<file path="src/rtl/inv_linear_transform_pipe.sv">
// Inverse Serpent linear transform (LT^-1) on four 32-bit bitslice words,
// split over STAGES elastic register stages with a valid/ready handshake.
module inv_linear_transform_pipe #(
    parameter int STAGES = 2
) (
    input  logic        i_clk,
    input  logic        i_rst,
    input  logic        i_valid,
    output logic        o_ready,
    input  logic [31:0] i_word_0,
    input  logic [31:0] i_word_1,
    input  logic [31:0] i_word_2,
    input  logic [31:0] i_word_3,
    output logic        o_valid,
    input  logic        i_ready,
    output logic [31:0] o_word_0,
    output logic [31:0] o_word_1,
    output logic [31:0] o_word_2,
    output logic [31:0] o_word_3,
    output logic        o_busy
);

    typedef logic [3:0][31:0] blk_t;

    function automatic logic [31:0] ror32(input logic [31:0] x, input int n);
        return (x >> n) | (x << (32 - n));
    endfunction

    function automatic blk_t half_a(input blk_t x);
        blk_t y;
        y    = x;
        y[2] = ror32(y[2], 22);
        y[0] = ror32(y[0], 5);
        y[2] = y[2] ^ y[3] ^ (y[1] << 7);
        y[0] = y[0] ^ y[1] ^ y[3];
        y[3] = ror32(y[3], 7);
        y[1] = ror32(y[1], 1);
        return y;
    endfunction

    function automatic blk_t half_b(input blk_t x);
        blk_t y;
        y    = x;
        y[3] = y[3] ^ y[2] ^ (y[0] << 3);
        y[1] = y[1] ^ y[0] ^ y[2];
        y[2] = ror32(y[2], 3);
        y[0] = ror32(y[0], 13);
        return y;
    endfunction

    generate
        if (STAGES != 1 && STAGES != 2) begin : g_bad_stages
            $error("inv_linear_transform_pipe: STAGES must be 1 or 2");
        end
    endgenerate

    blk_t              in_blk;
    logic [STAGES-1:0] stage_valid;
    logic [STAGES-1:0] stage_adv;
    blk_t              stage_data [STAGES];
    logic              adv_last;

    assign in_blk   = {i_word_3, i_word_2, i_word_1, i_word_0};
    // Last stage may load when empty or when its contents leave this cycle.
    assign adv_last = !stage_valid[STAGES-1] || i_ready;

    for (genvar gi = 0; gi < STAGES; gi++) begin : g_stage
        logic valid_q;
        blk_t data_q;
        blk_t data_d;
        logic up_valid;
        blk_t up_data;

        if (gi == 0) begin : g_first
            assign up_valid = i_valid;
            assign up_data  = in_blk;
        end else begin : g_next
            assign up_valid = stage_valid[gi-1];
            assign up_data  = stage_data[gi-1];
        end

        // With at most two stages, any non-last stage feeds the last one directly.
        if (gi == STAGES - 1) begin : g_adv_last
            assign stage_adv[gi] = adv_last;
        end else begin : g_adv_mid
            assign stage_adv[gi] = !valid_q || adv_last;
        end

        if (STAGES == 1) begin : g_full
            assign data_d = half_b(half_a(up_data));
        end else if (gi == 0) begin : g_half_a
            assign data_d = half_a(up_data);
        end else begin : g_half_b
            assign data_d = half_b(up_data);
        end

        always_ff @(posedge i_clk or posedge i_rst) begin
            if (i_rst) begin
                valid_q <= 1'b0;
                data_q  <= '0;
            end else if (stage_adv[gi]) begin
                valid_q <= up_valid;
                if (up_valid) begin
                    data_q <= data_d;
                end
            end
        end

        assign stage_valid[gi] = valid_q;
        assign stage_data[gi]  = data_q;
    end

    assign o_ready  = stage_adv[0];
    assign o_valid  = stage_valid[STAGES-1];
    assign o_busy   = |stage_valid;
    assign o_word_0 = stage_data[STAGES-1][0];
    assign o_word_1 = stage_data[STAGES-1][1];
    assign o_word_2 = stage_data[STAGES-1][2];
    assign o_word_3 = stage_data[STAGES-1][3];

endmodule

</file>
<file path="config.mk">
export PLATFORM = sky130hd
export DESIGN_NAME = inv_linear_transform_pipe
export DESIGN_NICKNAME = d
export VERILOG_FILES = /design/src/rtl/inv_linear_transform_pipe.sv
export SDC_FILE = /design/constraint.sdc
export NUM_CORES = 1
export LEC_CHECK = 0
export BUFFER_PORTS_ARGS = -buffer_cell sky130_fd_sc_hd__buf_2
export CAP_MARGIN = 10
export CORE_MARGIN = 3
export CORE_UTILIZATION = 40
export CTS_BUF_LIST = sky130_fd_sc_hd__clkbuf_8
export DETAILED_ROUTE_END_ITERATION = 8
export GPL_ROUTABILITY_DRIVEN = 0
export HOLD_SLACK_MARGIN = 0.12
export PLACE_DENSITY_LB_ADDON = 0.1
export SLEW_MARGIN = 10
export SYNTH_ARGS = -nofsm -noshare
export SYNTH_HDL_FRONTEND = slang
export SYNTH_SLANG_ARGS = --single-unit
</file>
<file path="constraint.sdc">
create_clock -name i_clk -period 9.5 [get_ports i_clk]
set_input_delay 0.95 -clock i_clk [delete_from_list [all_inputs] [get_ports i_clk]]
set_output_delay 0.95 -clock i_clk [all_outputs]
set_load 0.05 [all_outputs]
</file>
After elaboration in Yosys (flattened, before gate mapping). Index checks and enable logic that the tools add are counted.

Input bits: 132. Bits in latches: 0. Flip-flop bits (word level): 258. Memory bits (read-only): 0. Bits in writable memories: 0. Output and inout bits: 131. Memories kept: 0.

Mux-type cells: 0. Multiply operators: 0. Add/sub/neg operators: 0. Reductions and logical operators: 7. Magnitude comparators: 0. Equal/unequal tests: 0. Bitwise logic cells: 14. Shift-type cells: 0. Divide/modulo/power cells: 0.

Operators by type and width (number): 32-bit bitwise XOR (8); 10-bit by 32-bit OR with 32-bit output (1); 19-bit by 32-bit OR with 32-bit output (1); 25-bit by 32-bit OR with 32-bit output (1); 27-bit by 32-bit OR with 32-bit output (1); 29-bit by 32-bit OR with 32-bit output (1); 31-bit by 32-bit OR with 32-bit output (1); 2-bit AND reduction (2); 1-bit logical NOT (2); 1-bit logical OR (2); 2-bit OR reduction (1).

Depth between registers and ports, before layout.
Depth after elaboration: 4. Gate-level depth with buffers: 5. Mapped depth without buffers: 3.

Worst setup path after synthesis. Ideal clock, no wire load.

Kind: input -> output. From: in i_ready. To: out o_ready. Path buffers: 0. Slack: 7.352 ns. Data arrival time: 1.198 ns. Stages: 1. Cell sequence: nand3b_4.

Word-level cells in the longest chain between the ends: 2.

Ends and longest elaborated chain: start: declaration (line 15) `input logic i_ready,`; 1-bit logical OR (line 65) `assign adv_last = !stage_valid[STAGES-1] || i_ready;`; 1-bit logical OR (line 86) `assign stage_adv[gi] = !valid_q || adv_last;`; end: declaration (line 9) `output logic o_ready,`.

Every way passes these cells.

Final worst setup path.
From: in i_ready. To: reg g_stage[0].data_q[108] (netlist name).

Word-level cells in the longest chain between the ends: 3.

Ends and longest elaborated chain: 1-bit logical OR (line 65); 1-bit logical OR (line 86); 2-bit AND reduction (no source line); end signal: assignment (line 104) `data_q <= data_d;`; end: declaration (line 69) `blk_t data_q;`.

Every way passes these cells. A chain may end at the register's enable or synchronous reset.

==> impl_metrics.csv <==
group,metric,value,unit
status,status,"finished clean",
worst_setup_path,critPathRequiredTime,9.91,ns
die,die_w,182,um
detailed_routing,detail_route.first_pass.iterations,4,
finish,area_delta_synth_final,18.8,%
worst_setup_path,cp-start-kind,"input port",
logic_synthesis,syn_area,12300,um2
flow_run,cap_violations,0,
finish,drive_gt1_share,52.8,%
power_and_ir_drop,fin_total_pwr,4700,uW
clocking,clock-sinks,258,
logic_synthesis,synthSimpleGateAreaFrac,0.446,%
power_and_ir_drop,p_sw_share,42.1,%
sta,timing.final.ws_setup,6.63,ns
sta,worst_pin_slew,1.08,ns
worst_hold_path,hp-class,"flip-flop to flip-flop",
detailed_routing,wl_per_cell,19.5,um
logic_synthesis,synth_top_family_by_area,"multiplexers",
finish,utilization,48.8,%
logic_synthesis,synth_cell_types,15,
logic_synthesis,synth_compound_area_share,0,%
die,rows,63,
sta,finalClockSkew,0.0199,ns
logic_synthesis,synth-xor-area-share,17.5,%
worst_setup_path,cp-end-kind,"flip-flop",
sta,maxSlewHeadroom,27.9,%
sta,grt_setup_unrepaired,"no",
power_and_ir_drop,intPower,2720,uW
logic_synthesis,syn_avg_cell_area,15.5,um2
global_route,grt_pass1_wl,44700,um
sta,hold_viol_final,0,
clocking,postCtsSetupRepairBufs,0,
sta,fmax,348,MHz
worst_setup_path,critPathBufInv,2,
place,portBuffers,262,
sta,setup_tns,0,ns
global_route,grt_overflow,0,
global_route,grt_max_degree,159,
power_and_ir_drop,comb_power_share,42.4,%
clocking,cts_buffers,46,
place,hpwlAfterDp,21200,um
finish,finalNetCount,1213,
logic_synthesis,synth.mux.area_fraction,26.4,%
clocking,cts_root_buf,"clkbuf_8",
worst_setup_path,crit_type,"input port to flip-flop",
sta,drv_slew,0,
clocking,insertion_delay,0.54,ns
logic_synthesis,synth_top_area_cell,"dfrtp_1",
worst_setup_path,cp_slowest_cell,"buf_4",
logic_synthesis,synth_top_area_share,52.3,%
detailed_routing,drt-initial-drc-count,240,
worst_setup_path,cp_top_family,"buffers and inverters",
power_and_ir_drop,irDropWorstVdd,0.240,mV
die,io_pins,263,
logic_synthesis,synth_seq_cells,258,
power_and_ir_drop,p_sw,1980,uW
logic_synthesis,synth_nets,928,
detailed_routing,detail-route-antenna-nets,0,
worst_setup_path,worstPathMaxFanout,67,
clocking,cts_resized,0,
global_route,grtUsageTotal,17.6,%
clocking,path_clk_slew,0.06,ns
power_and_ir_drop,p_leak,0.00661,uW
power_and_ir_drop,seq_power_share,36.9,%
detailed_routing,drc_errors,0,
logic_synthesis,synth-adder-area-share,0,%
clocking,cts_tree,"done",
die,start_util,41.1,%
sta,hold_slack,0.501,ns
sta,setup_viol,0,
global_route,first_global_vias,7366,
clocking,ctsHoldBuffers,0,
power_and_ir_drop,power.density,321,nW/um2
die,dieArea,33000,um2
die,core_area,30000,um2
global_route,grt_antenna_before_repair,1,
sta,period_needed,2.87,ns
worst_setup_path,cpPeakStageDelay,0.95,ns
logic_synthesis,ys_top_cells_by_area,"dfrtp_1 (52%), xnor2_1 (17%), mux2_2 (14%), mux2_4 (12%), buf_12 (1.8%)",
logic_synthesis,ys_seq_area_share,52.3,%
detailed_routing,drt-vias-per-instance,4.63,
clocking,h-tree-depth,2,
die,die_h,182,um
power_and_ir_drop,clockPowerShare,20.7,%
logic_synthesis,synthCells,796,
place,place_ws,6.08,ns
worst_setup_path,path_cells,"buf_2 -> nand3b_4 -> nand2_8 -> buf_4 -> mux2_2",
worst_setup_path,arrival,3.29,ns
sta,min_period_over_period,30.3,%
logic_synthesis,yosysWarnings,0,
detailed_routing,totalWireLength,29300,um
detailed_routing,via_count,6926,
clocking,clk_path_buf_depth,3,
-- synth_stat cells --
library cell / number
inv_1: 1
nand2_2: 1
mux2_2: 154
nand3b_4: 1
dfrtp_1: 258
xnor2_1: 236
mux2_4: 100
or2_2: 1
nand2_1: 1
buf_4: 1
xor2_1: 10
mux2_1: 2
buf_12: 11
buf_6: 16
nand2b_1: 3
-- cell families after synthesis --
logic type | Yosys count
and+or+nand+nor | 7
buffers and inverters | 29
muxes | 256
DFF | 258
xor gates and xnor gates | 246
-- cell usage in the layout, fill, tap and decap left out --
cell	netlist	routed
buf_2	0	262
dfrtp_1	258	258
xnor2_1	236	236
mux2_2	154	154
mux2_4	100	100
clkbuf_8	0	58
inv_1	1	13
xor2_1	10	10
nand2b_1	3	3
mux2_1	2	2
buf_4	1	2
diode_2	0	1
nand2_4	0	1
nand3b_4	1	1
nand2_8	0	1
or2_2	1	1
inv_8	0	1
clkinvlp_4	0	1
clkinv_2	0	1
buf_12	11	1
-- stage by stage --
stage          cell area [um2]  instances
4_1_cts                  14700       1496
3_3_place_gp             13800       1423
6_report                 14700       1497
3_5_place_dp             13800       1423
2_1_floorplan            12300        796
5_1_grt                  14700       1496
-- path summary, 6_finish.rpt --
path / cells after the start / startpoint / slack (ns) / to
setup / recovery: 5 / i_ready / 6.63 / g_stage[0].data_q[108]
hold reg to reg: 1 / o_word_2[15] / 0.50 / o_word_2[15]
setup reg to reg: 4 / g_stage[0].valid_q / 6.72 / g_stage[0].data_q[108]
max in group asynchronous: 3 / i_rst / 7.64 / o_word_1[29]
min in group asynchronous: 2 / i_rst / 0.52 / o_word_1[16]
hold / removal: 1 / o_word_2[15] / 0.50 / o_word_2[15]
-- sequential cells by signal, indices dropped and copies added (netlist names) --
name / cells
o_word_3: 32
g_stage.valid_q: 1
g_stage.data_q: 128
o_word_1: 32
o_valid: 1
o_word_0: 32
o_word_2: 32
-- layout make-up --
| type | instances | area, um2 |
|---|---|---|
| Inverter | 1 | 11.3 |
| Clock inverter | 15 | 61.3 |
| Fill cell | 2745 | 15400 |
| Antenna cell | 1 | 2.50 |
| Multi-Input combinational cell | 509 | 5490 |
| Tap cell | 390 | 488 |
| Sequential cell | 258 | 6460 |
| Clock buffer | 58 | 798 |
| Timing Repair Buffer | 265 | 1350 |
-- worst register-to-register path, stage by stage, from the launching register on --
cell	delay, ns
dfrtp_1	0.46
nand3b_4	0.14
nand2_8	0.54
buf_4	1.03
mux2_2	0.47
-- power groups by stage --
| stage | Sequential, uW | Combinational [uW] | Clock, uW |
|---|---|---|---|
| 2_1_floorplan | 2510 | 767 | 0 |
| 3_3_place_gp | 1750 | 2000 | 0 |
| 3_5_place_dp | 1760 | 2010 | 0 |
| 4_1_cts | 1740 | 2020 | 1010 |
| 5_1_grt | 1780 | 2110 | 1060 |
| 6_report | 1730 | 1990 | 973 |
-- routing by layer --
layer	vias up	part of all wire [%]	track usage [%]	routed length, um
met3	53	6.3	4.45	1840
li1	3260	-	-	-
met5	-	0.044	0	13
met1	3415	47	25.2	13700
met2	196	45	26.6	13100
met4	2	2.2	5.09	636
Note: power is estimated with default switching activity, not from simulation.
